### src/rtl/reset_sequencer.sv
// Sequenced reset generator: async assert, synchronised release, minimum assertion window,
// then in-order per-channel release with programmable gaps, per-channel holds and soft reset.
module reset_sequencer #(
    parameter int SYNC_STAGES = 3,
    parameter int NUM_OUT     = 4,
    parameter int DELAY_W     = 8,
    parameter int MIN_ASSERT  = 16
) (
    input  logic                         clk,
    input  logic                         resn_in,
    input  logic                         soft_rst_req,
    input  logic [NUM_OUT-1:0]           hold,
    input  logic [NUM_OUT*DELAY_W-1:0]   stage_delay,
    output logic [NUM_OUT-1:0]           resn_out,
    output logic                         done
);

    localparam int MA_W  = (MIN_ASSERT > 1) ? $clog2(MIN_ASSERT) : 1;
    localparam int CNT_W = (DELAY_W > MA_W) ? DELAY_W : MA_W;
    localparam int IDX_W = (NUM_OUT > 1) ? $clog2(NUM_OUT) : 1;

    localparam logic [CNT_W-1:0] HOLD_LAST = CNT_W'(MIN_ASSERT - 1);
    localparam logic [IDX_W-1:0] LAST_IDX  = IDX_W'(NUM_OUT - 1);

    typedef enum logic [1:0] {
        S_WAIT_SYNC,
        S_HOLD,
        S_SEQ,
        S_DONE
    } state_t;

    (* ASYNC_REG = "TRUE", IOB = "FALSE" *)
    logic [SYNC_STAGES-1:0]       sync_q;
    logic                         sync_ok;

    state_t                       state_q, state_d;
    logic [CNT_W-1:0]             cnt_q, cnt_d;
    logic [IDX_W-1:0]             idx_q, idx_d;
    logic [NUM_OUT-1:0]           resn_out_q, resn_out_d;
    logic                         done_q, done_d;
    logic [NUM_OUT*DELAY_W-1:0]   dly_q, dly_d;
    logic [CNT_W-1:0]             cur_dly;

    // Only the deassertion edge passes through the chain; assertion is immediate.
    always_ff @(posedge clk or negedge resn_in) begin
        if (!resn_in) begin
            sync_q <= '0;
        end else begin
            sync_q <= {sync_q[SYNC_STAGES-2:0], 1'b1};
        end
    end

    assign sync_ok = sync_q[SYNC_STAGES-1];
    assign cur_dly = CNT_W'(dly_q[idx_q*DELAY_W +: DELAY_W]);

    always_ff @(posedge clk or negedge resn_in) begin
        if (!resn_in) begin
            state_q    <= S_WAIT_SYNC;
            cnt_q      <= '0;
            idx_q      <= '0;
            resn_out_q <= '0;
            done_q     <= 1'b0;
            dly_q      <= '0;
        end else begin
            state_q    <= state_d;
            cnt_q      <= cnt_d;
            idx_q      <= idx_d;
            resn_out_q <= resn_out_d;
            done_q     <= done_d;
            dly_q      <= dly_d;
        end
    end

    always_comb begin
        state_d    = state_q;
        cnt_d      = cnt_q;
        idx_d      = idx_q;
        resn_out_d = resn_out_q;
        done_d     = done_q;
        dly_d      = dly_q;

        case (state_q)
            S_WAIT_SYNC: begin
                if (sync_ok) begin
                    state_d = S_HOLD;
                    cnt_d   = '0;
                end
            end
            S_HOLD: begin
                if (cnt_q == HOLD_LAST) begin
                    state_d = S_SEQ;
                    cnt_d   = '0;
                    idx_d   = '0;
                    dly_d   = stage_delay;
                end else begin
                    cnt_d = cnt_q + CNT_W'(1);
                end
            end
            S_SEQ: begin
                // A held channel freezes the whole sequence so release order is preserved.
                if (!hold[idx_q]) begin
                    if (cnt_q == cur_dly) begin
                        resn_out_d[idx_q] = 1'b1;
                        cnt_d             = '0;
                        if (idx_q == LAST_IDX) begin
                            state_d = S_DONE;
                            done_d  = 1'b1;
                        end else begin
                            idx_d = idx_q + IDX_W'(1);
                        end
                    end else begin
                        cnt_d = cnt_q + CNT_W'(1);
                    end
                end
            end
            S_DONE: begin
                resn_out_d = '1;
                done_d     = 1'b1;
            end
            default: begin
                state_d = S_WAIT_SYNC;
            end
        endcase

        // Soft reset outranks any release scheduled for the same edge.
        if (soft_rst_req && (state_q != S_WAIT_SYNC)) begin
            state_d    = S_HOLD;
            cnt_d      = '0;
            idx_d      = '0;
            resn_out_d = '0;
            done_d     = 1'b0;
        end
    end

    assign resn_out = resn_out_q;
    assign done     = done_q;

endmodule

### config.mk
export PLATFORM = sky130hd
export DESIGN_NAME = reset_sequencer
export DESIGN_NICKNAME = d
export VERILOG_FILES = /design/src/rtl/reset_sequencer.sv
export SDC_FILE = /design/constraint.sdc
export NUM_CORES = 1
export LEC_CHECK = 0
export BUFFER_PORTS_ARGS = -buffer_cell sky130_fd_sc_hd__buf_4
export CAP_MARGIN = 20
export CORE_MARGIN = 2
export CORE_UTILIZATION = 51
export CTS_CLUSTER_SIZE = 20
export DETAILED_ROUTE_END_ITERATION = 7
export HOLD_SLACK_MARGIN = 0.15
export PLACE_DENSITY = 0.76
export SLEW_MARGIN = 25
export SYNTH_ARGS = -nofsm -noshare
export SYNTH_HDL_FRONTEND = slang
export SYNTH_SLANG_ARGS = --single-unit
### constraint.sdc
create_clock -name clk -period 2.3 [get_ports clk]
set_input_delay 0.115 -clock clk [delete_from_list [all_inputs] [get_ports clk]]
set_output_delay 0.115 -clock clk [all_outputs]
set_load 0.005 [all_outputs]
==> run_results.csv <==
group,metric,value,unit
placement,io_buffers,43,
critical_path,end_kind,"flip-flop",
placement,dp_slack,-29.86,ps
floorplanning,die-area,0.005970,mm^2
routing,num_vias,2131,
pwr,pwr-share-comb,33.9,%
grt,grt_pass1_vias,2125,
routing,firstDrtPassIters,4,
clocking,cts.path.max_buffers,2,
routing,wl_per_cell,17.06,um
timing,fmax,410.8,MHz
timing,setup_viol,10,
routing,drc_errors,0,
synth,synth_nets,264,
layout,layout_common_cells,"buf_4, dfrtp_1, mux2_2, dlygate4sd3_1, nand2_1",
synth,postSynthRegisterBits,52,
routing,ant_nets,0,
synth,synth.avg_cell_area,12.73,um^2
synth,synthArstFlopShare,100.0,%
outcome,status,"finished with violations",
pwr,swShare,30.62,%
routing,totalWireLength,6.432,mm
timing,clock_skew,8.323,ps
min_path,hp-class,"input pin to flip-flop",
placement,hpwl,3.828,mm
grt,grt_overflow,0,
layout,diodes,0,
clocking,clock-root-buffer,"clkbuf_8",
flow_run,drv_cap,0,
grt,grt_max_degree,53,
layout,fin_nets,356,
timing,rsz0062_at_grt,"yes",
critical_path,cp-startpoint,"idx_q[0]",
clocking,htreeDepth,2,
grt,antenna_found_initial,0,
critical_path,rrSetupSlack,-130,ps
clocking,clk_latency,310,ps
floorplanning,fp.dieW,77.27,um
layout,stdcell_count,377,
grt,track_usage,21.01,%
timing,finalCritPeriodShare,105.8,%
layout,final_common_cell,"buf_4",
clocking,clk_pin_slew,100,ps
timing,period_minus_slack,2434,ps
critical_path,cp_max_fo,7,
clocking,cts.sinks,52,
clocking,numCtsBuffers,5,
pwr,leakage,1.714,nW
min_path,whs_path_depth,3,
floorplanning,coreArea,0.005140,mm^2
timing,hold_viol,0,
layout,n_fill_cell,344,
synth,syn-cell-area,0.002738,mm^2
pwr,power_frac_clock,26.5,%
floorplanning,start_util,53.26,%
pwr,peakVddDrop,392.7,uV
timing,holdWs,249.7,ps
synth,synth_edf_count,0,
floorplanning,num_io_pins,44,
critical_path,crit-reg2reg-launch,"idx_q[0]",
routing,vias_per_cell,5.653,
pwr,power.density,723.9,mW/mm^2
outcome,violations,"negative setup slack",
critical_path,cp-start-kind,"flip-flop",
placement,gp_congestion,0.8240,
critical_path,worstPathArrival,2630,ps
pwr,p_int,1.927,mW
synth,synth_cells,215,
pwr,seq_power_share,39.6,%
synth,yosysUniqueCellTypes,47,
critical_path,r2r-end,"cnt_q[6]",
critical_path,cp.required,2500,ps
min_path,holdCritStartpoint,"soft_rst_req",
layout,area_growth,40.17,%
timing,drv_slew,0,
critical_path,crit_type,"flip-flop to flip-flop",
floorplanning,die_y,77.27,um
routing,drt-initial-drc-count,183,
pwr,p_switching,850.6,uW
timing,relSlewSlack,57.16,%
min_path,min_to,"resn_out[0]",
timing,finalSetupTns,-865.4,ps
timing,tightest_slew,642.7,ps
critical_path,timing.reg2reg.worst_path_depth,7,
placement,dp_cells,328,
layout,drive_above_1_share,43.65,%
clocking,cts_tree,"done",
synth,ys_seq_area_share,47.53,%
grt,grt_pass1_wl,9.963,mm
layout,final_util,74.66,%
floorplanning,rows,26,
timing,setup_slack,-134.5,ps
synth,ys_warn_count,0,
synth,ys.flop_type,"dfrtp_1",
area by class of cell:
type / instances / area, um^2 / share of cell area [%]
Clock inverter: 2 / 60.06 / 1.565
Sequential cell: 52 / 1303 / 33.94
Multi-Input combinational cell: 142 / 1439 / 37.50
Tap cell: 70 / 87.58 / 2.282
Clock buffer: 5 / 68.82 / 1.793
Inverter: 11 / 41.29 / 1.076
Timing Repair Buffer: 95 / 838.3 / 21.85
timing repair:
action,4_1_cts,5_1_grt
endpoints found under the setup margin,5,14
pin swaps,3,9
resized for setup,4,11
endpoints found under the hold margin,84,0
hold buffers,33,0
cloned,0,1
buffers inserted,3,5
cell usage after synthesis (4+ instances only):
cell type | instances | area (um^2)
dfrtp_1 | 52 | 1301
mux2_2 | 33 | 371.6
nand2_1 | 14 | 52.55
inv_1 | 11 | 41.29
ha_1 | 10 | 125.1
mux4_2 | 9 | 202.7
xnor2_1 | 8 | 70.07
a21o_1 | 6 | 45.04
clkbuf_1 | 5 | 18.77
nor2_1 | 5 | 18.77
a211o_1 | 4 | 35.03
a21oi_1 | 4 | 20.02
a221oi_1 | 4 | 35.03
how the worst max path moves through the flow:
stage            endpoint  slack (ps)
4_1_cts          cnt_q[3]           9
6_report         cnt_q[6]        -130
3_5_place_dp     cnt_q[6]         -30
5_1_grt          cnt_q[6]        -190
3_3_place_gp   state_q[0]          40
2_1_floorplan    cnt_q[6]         110
layer usage:
metal | routed length [um] | share of wire [%] | global-route usage (%) | vias up
met5 | 0 | 0 | 0 | -
met4 | 186 | 2.9 | 6.429 | 0
met3 | 268 | 4.2 | 3.294 | 15
met2 | 3207 | 50 | 35.22 | 70
met1 | 2770 | 43 | 28.25 | 1071
li1 | - | - | - | 975
sequential cells by signal, summed over array words and instances, names as in the netlist:
name      count
state_q       2
cnt_q         8
dly_q        32
done          1
sync_q        3
resn_out      4
idx_q         2
power by group through the flow:
stage / clock network (mW) / logic (mW) / registers (mW)
2_1_floorplan: 0 / 0.499 / 1.09
3_3_place_gp: 0 / 0.759 / 1.11
3_5_place_dp: 0 / 0.778 / 1.11
4_1_cts: 0.737 / 0.843 / 1.10
5_1_grt: 0.776 / 1.03 / 1.11
6_report: 0.736 / 0.942 / 1.10
metrics by stage:
step	instance area (um^2)	total power, mW
final	3837	2.778
after global routing	3837	2.915
after CTS	3707	2.678
after detailed placement	3202	1.887
after global placement	3202	1.865
after floorplan	2738	1.591
cells by family after synthesis:
logic type               synth area share [%]
flip-flops                              47.53
multiplexers                            21.71
AND/OR/NAND/NOR                         8.319
AO/OA/AOI/OAI                           11.97
buffers and inverters                   3.199
adder cells (fa/ha/maj)                 4.570
XOR/XNOR                                2.560
other                                  0.1370
critical path: stages (launching register included):
cell and delay, ps:
dfrtp_2 430, clkbuf_16 170, mux4_2 550, xnor2_2 250, nand4_4 190, o21ai_4 300
a2111oi_0 180, a211o_1 260
(Power assumes the default switching activity.)
